<file path="src/rtl/cmac_approx_pkg.sv">
// Shared constants and saturation helpers for the approximate CMAC accumulation stage.
package cmac_approx_pkg;

    localparam int NUM_MUL_DEF = 8;
    localparam int PROD_W_DEF  = 32;
    localparam int ACC_W_DEF   = 48;
    localparam int BEAT_W_DEF  = 8;

    // Helpers return a 64-bit container; callers slice to their ACC_W (<= 64).
    localparam int SAT_CW = 64;

    // Largest positive signed value representable in w bits.
    function automatic logic [SAT_CW-1:0] sat_max(input int w);
        sat_max = (SAT_CW'(1) << (w - 1)) - SAT_CW'(1);
    endfunction

    // Most negative signed value in w bits (only the low w bits are meaningful).
    function automatic logic [SAT_CW-1:0] sat_min(input int w);
        sat_min = SAT_CW'(1) << (w - 1);
    endfunction

endpackage

</file>
<file path="src/rtl/cmac_approx_acc16_if.sv">
// Beat input / result output bundle between the multiplier array, this stage and CACC.
interface cmac_approx_acc16_if
    import cmac_approx_pkg::*;
#(
    parameter int NUM_MUL = NUM_MUL_DEF,
    parameter int PROD_W  = PROD_W_DEF,
    parameter int ACC_W   = ACC_W_DEF,
    parameter int BEAT_W  = BEAT_W_DEF
);
    logic                        in_valid;
    logic                        in_ready;
    logic [NUM_MUL*PROD_W-1:0]   in_data;
    logic [NUM_MUL-1:0]          in_mask;
    logic                        in_last;
    logic                        out_valid;
    logic                        out_ready;
    logic [ACC_W-1:0]            out_data;
    logic                        out_sat;
    logic [BEAT_W-1:0]           out_beats;

    modport master (
        output in_valid, in_data, in_mask, in_last, out_ready,
        input  in_ready, out_valid, out_data, out_sat, out_beats
    );

    modport slave (
        input  in_valid, in_data, in_mask, in_last, out_ready,
        output in_ready, out_valid, out_data, out_sat, out_beats
    );
endinterface

</file>
<file path="src/rtl/cmac_acc_adder_tree.sv">
// Combinational masked reduction of NUM_MUL signed products into one
// PROD_W+log2(NUM_MUL) bit sum; wide enough that it can never overflow.
module cmac_acc_adder_tree #(
    parameter int NUM_MUL = 8,
    parameter int PROD_W  = 32,
    localparam int LVL    = $clog2(NUM_MUL),
    localparam int SUM_W  = PROD_W + LVL
) (
    input  logic [NUM_MUL*PROD_W-1:0] data,
    input  logic [NUM_MUL-1:0]        mask,
    output logic signed [SUM_W-1:0]   sum
);

    // Level 0 holds masked, sign-extended leaves; each later level halves the count.
    for (genvar l = 0; l <= LVL; l++) begin : g_lvl
        localparam int N = NUM_MUL >> l;
        logic signed [SUM_W-1:0] v [N];
        for (genvar i = 0; i < N; i++) begin : g_n
            if (l == 0) begin : g_leaf
                assign v[i] = mask[i] ? SUM_W'($signed(data[i*PROD_W +: PROD_W])) : '0;
            end else begin : g_add
                assign v[i] = g_lvl[l-1].v[2*i] + g_lvl[l-1].v[2*i+1];
            end
        end
    end

    assign sum = g_lvl[LVL].v[0];

endmodule

</file>
<file path="src/rtl/cmac_approx_acc16.sv">
// Accumulation stage: masked adder tree -> stage-1 register -> saturating
// accumulator -> output register. One global advance stalls the whole pipe
// when a result is waiting and CACC is not ready.
module cmac_approx_acc16
    import cmac_approx_pkg::*;
#(
    parameter int NUM_MUL = NUM_MUL_DEF,
    parameter int PROD_W  = PROD_W_DEF,
    parameter int ACC_W   = ACC_W_DEF,
    parameter int BEAT_W  = BEAT_W_DEF
) (
    input  logic                nvdla_core_clk,
    input  logic                nvdla_core_rstn,
    cmac_approx_acc16_if.slave  bus
);

    localparam int SUM_W = PROD_W + $clog2(NUM_MUL);
    localparam logic [ACC_W-1:0] SAT_MAX = ACC_W'(sat_max(ACC_W));
    localparam logic [ACC_W-1:0] SAT_MIN = ACC_W'(sat_min(ACC_W));

    logic                     rdy_en_q, rdy_en_d;
    logic                     s1_vld_q, s1_vld_d;
    logic                     s1_last_q, s1_last_d;
    logic signed [SUM_W-1:0]  s1_sum_q, s1_sum_d;
    logic [ACC_W-1:0]         acc_q, acc_d;
    logic [BEAT_W-1:0]        cnt_q, cnt_d;
    logic                     sticky_q, sticky_d;
    logic                     out_valid_q, out_valid_d;
    logic [ACC_W-1:0]         out_data_q, out_data_d;
    logic                     out_sat_q, out_sat_d;
    logic [BEAT_W-1:0]        out_beats_q, out_beats_d;

    logic                     adv;
    logic signed [SUM_W-1:0]  tree_sum;
    logic signed [ACC_W:0]    nxt_w;
    logic                     ovf;
    logic [ACC_W-1:0]         nxt;
    logic [BEAT_W-1:0]        cnt_inc;

    cmac_acc_adder_tree #(
        .NUM_MUL (NUM_MUL),
        .PROD_W  (PROD_W)
    ) u_tree (
        .data (bus.in_data),
        .mask (bus.in_mask),
        .sum  (tree_sum)
    );

    // rdy_en_q keeps in_ready low while reset is asserted and until the first edge after.
    assign adv          = !out_valid_q || bus.out_ready;
    assign bus.in_ready = rdy_en_q && adv;

    // Accumulate one extra bit so overflow shows up as a sign-bit disagreement.
    assign nxt_w   = $signed({acc_q[ACC_W-1], acc_q}) + (ACC_W+1)'(s1_sum_q);
    assign ovf     = nxt_w[ACC_W] ^ nxt_w[ACC_W-1];
    assign nxt     = ovf ? (nxt_w[ACC_W] ? SAT_MIN : SAT_MAX) : nxt_w[ACC_W-1:0];
    assign cnt_inc = (&cnt_q) ? cnt_q : cnt_q + 1'b1;

    // Next-state for both pipeline stages; everything holds when adv is low.
    always_comb begin
        rdy_en_d    = 1'b1;
        s1_vld_d    = s1_vld_q;
        s1_last_d   = s1_last_q;
        s1_sum_d    = s1_sum_q;
        acc_d       = acc_q;
        cnt_d       = cnt_q;
        sticky_d    = sticky_q;
        out_valid_d = out_valid_q;
        out_data_d  = out_data_q;
        out_sat_d   = out_sat_q;
        out_beats_d = out_beats_q;

        if (adv) begin
            s1_vld_d  = bus.in_valid && rdy_en_q;
            s1_last_d = bus.in_last;
            s1_sum_d  = tree_sum;

            if (s1_vld_q && s1_last_q) begin
                out_valid_d = 1'b1;
                out_data_d  = nxt;
                out_sat_d   = sticky_q || ovf;
                out_beats_d = cnt_inc;
                acc_d       = '0;
                cnt_d       = '0;
                sticky_d    = 1'b0;
            end else begin
                // adv with out_valid high implies out_ready: the result was taken.
                out_valid_d = 1'b0;
                if (s1_vld_q) begin
                    acc_d    = nxt;
                    cnt_d    = cnt_inc;
                    sticky_d = sticky_q || ovf;
                end
            end
        end
    end

    // State registers; async reset discards any partial dot product.
    always_ff @(posedge nvdla_core_clk or negedge nvdla_core_rstn) begin
        if (!nvdla_core_rstn) begin
            rdy_en_q    <= 1'b0;
            s1_vld_q    <= 1'b0;
            s1_last_q   <= 1'b0;
            s1_sum_q    <= '0;
            acc_q       <= '0;
            cnt_q       <= '0;
            sticky_q    <= 1'b0;
            out_valid_q <= 1'b0;
            out_data_q  <= '0;
            out_sat_q   <= 1'b0;
            out_beats_q <= '0;
        end else begin
            rdy_en_q    <= rdy_en_d;
            s1_vld_q    <= s1_vld_d;
            s1_last_q   <= s1_last_d;
            s1_sum_q    <= s1_sum_d;
            acc_q       <= acc_d;
            cnt_q       <= cnt_d;
            sticky_q    <= sticky_d;
            out_valid_q <= out_valid_d;
            out_data_q  <= out_data_d;
            out_sat_q   <= out_sat_d;
            out_beats_q <= out_beats_d;
        end
    end

    assign bus.out_valid = out_valid_q;
    assign bus.out_data  = out_data_q;
    assign bus.out_sat   = out_sat_q;
    assign bus.out_beats = out_beats_q;

endmodule

</file>
<file path="src/flat_wrapper.sv">
// flat-port wrapper written by rule: the top's interface ports become plain ports
module cmac_approx_acc16_flat import cmac_approx_pkg::*;
#(
    parameter int NUM_MUL = NUM_MUL_DEF,
    parameter int PROD_W  = PROD_W_DEF,
    parameter int ACC_W   = ACC_W_DEF,
    parameter int BEAT_W  = BEAT_W_DEF
)
  (nvdla_core_clk, nvdla_core_rstn, bus_in_valid, bus_in_data, bus_in_mask, bus_in_last, bus_out_ready, bus_in_ready, bus_out_valid, bus_out_data, bus_out_sat, bus_out_beats);
  cmac_approx_acc16_if #(.NUM_MUL(NUM_MUL), .PROD_W(PROD_W), .ACC_W(ACC_W), .BEAT_W(BEAT_W)) bus_i ();
  input  logic nvdla_core_clk;
  input  logic nvdla_core_rstn;
  input wire logic [$bits(bus_i.in_valid)-1:0] bus_in_valid;
  input wire logic [$bits(bus_i.in_data)-1:0] bus_in_data;
  input wire logic [$bits(bus_i.in_mask)-1:0] bus_in_mask;
  input wire logic [$bits(bus_i.in_last)-1:0] bus_in_last;
  input wire logic [$bits(bus_i.out_ready)-1:0] bus_out_ready;
  output wire logic [$bits(bus_i.in_ready)-1:0] bus_in_ready;
  output wire logic [$bits(bus_i.out_valid)-1:0] bus_out_valid;
  output wire logic [$bits(bus_i.out_data)-1:0] bus_out_data;
  output wire logic [$bits(bus_i.out_sat)-1:0] bus_out_sat;
  output wire logic [$bits(bus_i.out_beats)-1:0] bus_out_beats;
  assign bus_i.in_valid = bus_in_valid;
  assign bus_i.in_data = bus_in_data;
  assign bus_i.in_mask = bus_in_mask;
  assign bus_i.in_last = bus_in_last;
  assign bus_i.out_ready = bus_out_ready;
  assign bus_in_ready = bus_i.in_ready;
  assign bus_out_valid = bus_i.out_valid;
  assign bus_out_data = bus_i.out_data;
  assign bus_out_sat = bus_i.out_sat;
  assign bus_out_beats = bus_i.out_beats;
  cmac_approx_acc16 #(.NUM_MUL(NUM_MUL), .PROD_W(PROD_W), .ACC_W(ACC_W), .BEAT_W(BEAT_W)) u_core (.nvdla_core_clk(nvdla_core_clk), .nvdla_core_rstn(nvdla_core_rstn), .bus(bus_i));
endmodule
</file>
<file path="config.mk">
export PLATFORM = sky130hd
export DESIGN_NAME = cmac_approx_acc16_flat
export DESIGN_NICKNAME = d
export VERILOG_FILES = /design/src/rtl/cmac_approx_pkg.sv /design/src/rtl/cmac_approx_acc16_if.sv /design/src/rtl/cmac_acc_adder_tree.sv /design/src/rtl/cmac_approx_acc16.sv /design/src/flat_wrapper.sv
export SDC_FILE = /design/constraint.sdc
export NUM_CORES = 1
export LEC_CHECK = 0
export ABC_AREA = 1
export CAP_MARGIN = 20
export CORE_MARGIN = 2
export CORE_UTILIZATION = 41
export CTS_BUF_LIST = sky130_fd_sc_hd__clkbuf_2 sky130_fd_sc_hd__clkbuf_4 sky130_fd_sc_hd__clkbuf_8
export DETAILED_ROUTE_END_ITERATION = 16
export HOLD_SLACK_MARGIN = 0.05
export PLACE_DENSITY = 0.74
export SETUP_SLACK_MARGIN = 0.3
export SYNTH_ARGS = -nofsm -noshare
export SYNTH_HDL_FRONTEND = slang
export SYNTH_SLANG_ARGS = --single-unit
</file>
<file path="constraint.sdc">
create_clock -name nvdla_core_clk -period 3.2 [get_ports nvdla_core_clk]
set_input_delay 0.96 -clock nvdla_core_clk [delete_from_list [all_inputs] [get_ports nvdla_core_clk]]
set_output_delay 0.96 -clock nvdla_core_clk [all_outputs]
set_load 0.005 [all_outputs]
</file>
==> out/metrics.cfg, run 1 <==
[status]
status=finished, violations left
violations=negative setup slack

[clock_tree]
htree_levels=4
cts_root_buffer=clkbuf_8
cts_buffers=17
cts_sinks=153
clockBufferDepth=2
clock_latency_ns=0.49
clkTransAtPathRegs_ns=0.10
cts_tree=built

[timing]
finalWorstSetupSlack_ns=-1.501
slew_headroom_pct=59.32
finalSetupViolCount=34
post-route-period-util_pct=146.9
worst_pin_slew_ns=0.6101
skew_ns=0.01826
final_hold_viol_count=0
rsz0062_at_grt=true
maxSlewViolCount=0
max_clock_freq_mhz=212.7
period_minus_slack_ns=4.701

[final_layout]
drive_above_1_share_pct=21.13
final_nets=3745
final_core_util_pct=60.30
syn_to_final_growth_pct=45.67
fin_cells=3802
fin_area_um2=26550

[synthesis]
synth_top_family_by_area=simple AND/OR/NAND/NOR gates
synth_enable_flop_cells=0
yosysWarnings=0
synth_top_area_cell=fa_1
synth_fp_nets=3212
synthMuxAreaShare_pct=0
synthAdderAreaFrac_pct=27.29
synth.area.top_cells=fa_1 22%, dfrtp_1 21%, nand2_1 21%
synth_top_area_share_pct=21.53
yosys.area_share.simple_pct=28.90
synthCells=2663
synth_flop_cell=dfrtp_1
ys_top_cells_by_count=1007 x nand2_1, 551 x inv_1, 196 x fa_1, 161 x nor2_1, 153 x dfrtp_1
synth_area_um2=18230
synthArstFlopShare_pct=100.0
synth_xor_area_share_pct=2.451
ys_seq_elements=153
synth_compound_area_share_pct=7.359
avgSynthCellArea_um2=6.844
ys_types=44
synth.most_common_cell=nand2_1
yosysSeqAreaShare_pct=21.01

[min_path]
min_path_type=input pin to async pin

[pwr]
p_total_mw=33.90
power_density_nw_per_um2=1277
leakagePower_nw=14.69
ir_worst_vdd_uv=680.4

[global_route]
grt_pass1_wl_mm=106.1
grt_overflow=0
grt_max_degree=76
grt_use_total_pct=29.51
grt_pass1_vias=20030
antenna_found_initial=1

[drt]
via_per_inst=4.934
drc=0
wl_met3_mm=3.061
first_pass_iters=7
wl_mm=68.78
vias=18760
wl_met1_mm=28.40
drtAntennaViolNets=0
drt_iter0_markers=1063
wl_met2_mm=34.36
top_layer_used=met4
wl_per_cell_um=18.09

[floorplanning]
initial_core_util_pct=41.40
fp.dieW_um=214.8
dieArea_um2=46160
core_um2=44030
row_count=77
io_pins=328
die_y_um=214.8

[setup_path]
reg2reg_from=u_core.s1_sum_q[34]
critical_path_arrival_ns=5.09
ff2ff_setup_slack_ns=0.39
crit_type=input pin to flip-flop
crit_fanout=6
crit_path_end_kind=flip-flop
required_ns=3.59
r2r_end=u_core.acc_q[8]
critPathLaunch=bus_in_mask[4]
reg2regPathDepth=17
start_kind=input pin

[place]
dp.cells=3711
globalplace.congestion=0.9467
place_ws_ns=-2.425
hpwlAfterDp_mm=53.95
port_buffers=327
place_area_um2=24060

[run]
cap_violations=0

[state kept, by name, summed over array words and instances, names as in the netlist]
register and flops:
u_core.acc_q 48, u_core.bus.out_data 48, u_core.s1_sum_q 35, u_core.bus.out_beats 8
u_core.cnt_q 8, u_core.bus.out_sat 1, u_core.bus.out_valid 1, u_core.rdy_en_q 1
u_core.s1_last_q 1, u_core.s1_vld_q 1, u_core.sticky_q 1
[cells by family (layout without fill, tap and decap cells)]
kind of cell,count (synthesis),after routing
AO/OA/AOI/OAI,236,236
XOR/XNOR,51,51
adder cells (fa/ha/maj),280,280
buffers and inverters,620,1166
flip-flops,153,153
other,1,2
AND/OR/NAND/NOR,1322,1322
[layout make-up]
| class | instances | area, um^2 |
|---|---|---|
| clock buffers | 20 | 269.0 |
| clock inverters | 12 | 105.1 |
| repair buffers | 579 | 5891 |
| multi-input cells | 1890 | 13630 |
| fillers | 3930 | 17480 |
| flip-flops and latches | 153 | 3829 |
| well taps | 592 | 740.7 |
| diodes | 1 | 2.502 |
| inverters | 555 | 2086 |
[per-stage QoR]
step                      TNS (ns)  hold WS (ns)
after floorplan             -40.41        0.4459
after global placement      -69.21        0.4657
after detailed placement    -71.61        0.4685
after CTS                   -38.84        0.3668
after global routing        -44.98        0.4034
final                       -40.75        0.3939
[repair_timing]
action,CTS,global route
pin swaps,161,125
endpoints found under the hold margin,0,0
setup endpoints to repair,39,122
cloned,11,1
resized for setup,326,210
setup buffers,34,12
hold buffers,0,0
[layer usage]
layer,global-route usage (%),vias up
li1,-,9038
met1,36.15,8953
met2,53.27,633
met3,2.831,134
met4,11.83,0
met5,0,-
[worst max path at each step]
| stage | endpoint | cells after the start |
|---|---|---|
| after detailed placement | u_core.s1_sum_q[17] | 21 |
| final | u_core.s1_sum_q[27] | 25 |
| after floorplan | u_core.s1_sum_q[30] | 20 |
| after CTS | u_core.s1_sum_q[20] | 22 |
| after global placement | u_core.s1_sum_q[30] | 19 |
| after global routing | u_core.s1_sum_q[27] | 25 |
[power breakdown]
group | total [mW] | internal, mW | leakage (nW) | switching, mW
sequential | 3.55 | 2.92 | 1.86 | 0.633
clock | 1.44 | 0.610 | 0.192 | 0.830
combinational | 28.9 | 12.8 | 12.6 | 16.1
[critical path, cell delays in order]
cell     delay, ns
buf_12        0.11
buf_16        0.14
buf_8         0.13
nand2_4       0.06
inv_2         0.03
fa_1          0.54
fa_1          0.46
fa_1          0.56
inv_2         0.05
fa_1          0.52
inv_2         0.05
ha_4          0.26
nand2_4       0.08
inv_2         0.04
nand2_2       0.05
nand3_2       0.07
a21oi_2       0.14
inv_1         0.05
nand2_1       0.08
nand3_2       0.10
nand2_1       0.11
nand2_1       0.08
or2_2         0.28
nand3_2       0.06
nand2_1       0.05
[cell usage in the layout (no fill, tap or decap), types with 19 or more instances in the layout]
cell | synthesis | routed
nand2_1 | 1007 | 927
inv_1 | 551 | 472
clkdlybuf4s50_1 | 0 | 237
buf_4 | 1 | 182
fa_1 | 196 | 174
dfrtp_1 | 153 | 153
nor2_1 | 161 | 137
inv_2 | 4 | 82
nand2_2 | 8 | 62
a21oi_1 | 92 | 56
dlygate4sd2_1 | 0 | 55
ha_1 | 84 | 52
nand3_1 | 70 | 43
o21ai_0 | 69 | 38
buf_6 | 3 | 32
a31oi_1 | 30 | 29
buf_12 | 0 | 28
nand2_4 | 2 | 27
ha_4 | 0 | 27
dlymetal6s2s_1 | 0 | 27
nor2_2 | 7 | 25
nand3_2 | 2 | 25
a21oi_2 | 2 | 23
xor2_1 | 29 | 23
nand4_1 | 22 | 22
fa_2 | 0 | 22
o21ai_2 | 10 | 21
o21ai_1 | 1 | 20
clkbuf_8 | 0 | 19
Power figures use the tool's default switching activity.
==> run 2: changes to the inputs <==
--- a/config.mk
+++ b/config.mk
@@ -7,6 +7,7 @@
 export LEC_CHECK = 0
 export ABC_AREA = 1
 export CAP_MARGIN = 20
+export CORE_ASPECT_RATIO = 1.1
 export CORE_MARGIN = 2
 export CORE_UTILIZATION = 41
 export CTS_BUF_LIST = sky130_fd_sc_hd__clkbuf_2 sky130_fd_sc_hd__clkbuf_4 sky130_fd_sc_hd__clkbuf_8
==> run 2 against run 1 <==
Against the previous run:
- the flow still finishes with violations (negative setup slack)
- total power increased by 1.2%
- final cell count about the same
- clock power increased by 12%
- register-to-register slack improved by 0.05 ns
- sequential cell count unchanged
- non-clock buffer count increased by 10
- fmax increased by 0.71%
==> out/metrics.cfg, run 2 (same netlist as run 1, synthesis figures left out) <==
[status]
status=finished, violations left  ; unchanged
violations=negative setup slack  ; unchanged

[run]
cap_violations=0  ; unchanged

[timing]
hold_slack_ns=0.3675  ; was 0.3939 ns
finalWorstSetupSlack_ns=-1.468  ; was -1.501 ns
period_minus_slack_ns=4.668  ; was 4.701 ns
finalSetupViolCount=34  ; unchanged
skew_ns=0.01590  ; was 0.01826 ns
rsz0062_at_grt=true  ; unchanged
maxSlewViolCount=0  ; unchanged
final_hold_viol_count=0  ; unchanged
slew_headroom_pct=55.84  ; was 59.32%
worst_pin_slew_ns=0.6625  ; was 0.6101 ns
max_clock_freq_mhz=214.2  ; was 212.7 MHz
post-route-period-util_pct=145.9  ; was 146.9%

[clock_tree]
cts_buffers=17  ; unchanged
clock_latency_ns=0.51  ; was 0.49 ns
cts_tree=built  ; unchanged
cts_root_buffer=clkbuf_8  ; unchanged
clkTransAtPathRegs_ns=0.09  ; was 0.10 ns
cts_sinks=153  ; unchanged
htree_levels=4  ; unchanged
hold_buffers=0  ; unchanged
clockBufferDepth=2  ; unchanged

[place]
place_area_um2=24170  ; was 24060 um^2
hpwlAfterDp_mm=54.56  ; was 53.95 mm
dp.cells=3718  ; was 3711
port_buffers=327  ; unchanged
globalplace.congestion=0.9661  ; was 0.9467

[floorplanning]
core_um2=44190  ; was 44030 um^2
dieArea_um2=46160  ; about the same
io_pins=328  ; unchanged
fp.dieW_um=205.0  ; was 214.8 um
die_y_um=225.1  ; was 214.8 um
row_count=81  ; was 77
initial_core_util_pct=41.25  ; was 41.40%

[final_layout]
fin_area_um2=26600  ; was 26550 um^2
multiInputGateArea_um2=13710  ; was 13630 um^2
final_nets=3755  ; was 3745
diodes=0  ; was 1
ff_latch_area_um2=3829  ; unchanged
final_common_cell=nand2_1  ; unchanged
most-common-layout-cells=939 x nand2_1, 481 x inv_1, 245 x clkdlybuf4s50_1  ; was 927 x nand2_1, 472 x inv_1, 237 x clkdlybuf4s50_1
fin_cells=3799  ; was 3802
syn_to_final_growth_pct=45.95  ; was 45.67%
drive_above_1_share_pct=20.82  ; was 21.13%
fillerInstances=3954  ; was 3930

[global_route]
grt_use_total_pct=29.85  ; was 29.51%
grt_overflow=0  ; unchanged
grt_pass1_wl_mm=105.1  ; was 106.1 mm
antenna_found_initial=2  ; was 1
grt_pass1_vias=19830  ; was 20030
grt_max_degree=76  ; unchanged

[drt]
drc=0  ; unchanged
wl_mm=68.98  ; was 68.78 mm
via_per_inst=4.941  ; was 4.934
drt_iter0_markers=935  ; was 1063
wl_per_cell_um=18.16  ; was 18.09 um
first_pass_iters=5  ; was 7
vias=18770  ; was 18760
drtAntennaViolNets=0  ; unchanged

[setup_path]
crit_path_end_kind=flip-flop  ; unchanged
crit_type=input pin to flip-flop  ; unchanged
crit_fanout=5  ; was 6
required_ns=3.59  ; about the same
start_kind=input pin  ; unchanged
critical_path_arrival_ns=5.06  ; was 5.09 ns

[pwr]
leakagePower_nw=14.57  ; was 14.69 nW
ir_worst_vdd_uv=770.7  ; was 680.4 uV
p_total_mw=34.30  ; was 33.90 mW
power_density_nw_per_um2=1289  ; was 1277 nW/um^2

[min_path]
min_path_type=input pin to async pin  ; unchanged

==> run 2: final timing paths <==
path                                        from                 endpoint  slack, ns  depth (start not counted)
min                              nvdla_core_rstn  u_core.bus.out_beats[1]       0.37                          1
min in group nvdla_core_clk   u_core.s1_sum_q[2]       u_core.s1_sum_q[2]       0.48                          2
max reg2reg                  u_core.s1_sum_q[34]          u_core.acc_q[2]       0.44                         18
max                               bus_in_mask[7]      u_core.s1_sum_q[19]      -1.47                         20
min reg2reg                   u_core.s1_sum_q[2]       u_core.s1_sum_q[2]       0.48                          2
max in group asynchronous        nvdla_core_rstn      u_core.s1_sum_q[33]       2.07                          2
==> run 2: layer usage <==
| layer | wire [um] | GRT usage, % | up-vias |
|---|---|---|---|
| met5 | 26 | 0 | - |
| met4 | 3452 | 13.48 | 4 |
| met3 | 2723 | 2.892 | 143 |
| met2 | 35180 | 54.70 | 588 |
| met1 | 27600 | 35.10 | 8974 |
| li1 | - | - | 9060 |
==> run 2: layout make-up <==
type                            count  area share [%]
Clock inverter                     12          0.6162
Multi-Input combinational cell   1890           51.54
Inverter                          555           7.850
Timing Repair Buffer              589           21.94
Clock buffer                       19          0.9360
Tap cell                          581           2.733
Sequential cell                   153           14.39
==> run 2: per-stage QoR <==
stage	util (%)	setup slack [ns]	setup TNS (ns)
after CTS	58.30	-1.347	-38.00
after detailed placement	54.70	-2.330	-70.97
final	60.20	-1.468	-41.07
after global placement	54.70	-2.299	-68.48
after global routing	60.20	-1.567	-44.14
after floorplan	-	-1.533	-40.41
==> run 2: what timing repair did <==
action / CTS / global route
gates resized for setup: 303 / 204
setup endpoints to repair: 39 / 129
buffers inserted: 30 / 10
cloned: 9 / 1
pin swaps: 175 / 100
==> run 2: critical path: stages <==
cell     delay [ns]
buf_12         0.11
buf_12         0.14
buf_12         0.14
nand2_4        0.06
inv_2          0.04
fa_1           0.58
fa_2           0.44
fa_1           0.53
inv_2          0.04
fa_1           0.52
inv_2          0.05
ha_4           0.30
nand2_4        0.07
buf_6          0.12
nor4_4         0.32
nand2_2        0.12
nand2_4        0.11
a21oi_2        0.06
xor2_1         0.25
o21ai_1        0.08
==> run 2: where the power goes <==
part / internal, mW / leakage [nW] / switching [mW] / total (mW)
Clock: 0.796 / 0.209 / 0.824 / 1.62
Combinational: 13.2 / 12.5 / 15.9 / 29.1
Sequential: 2.92 / 1.86 / 0.659 / 3.58
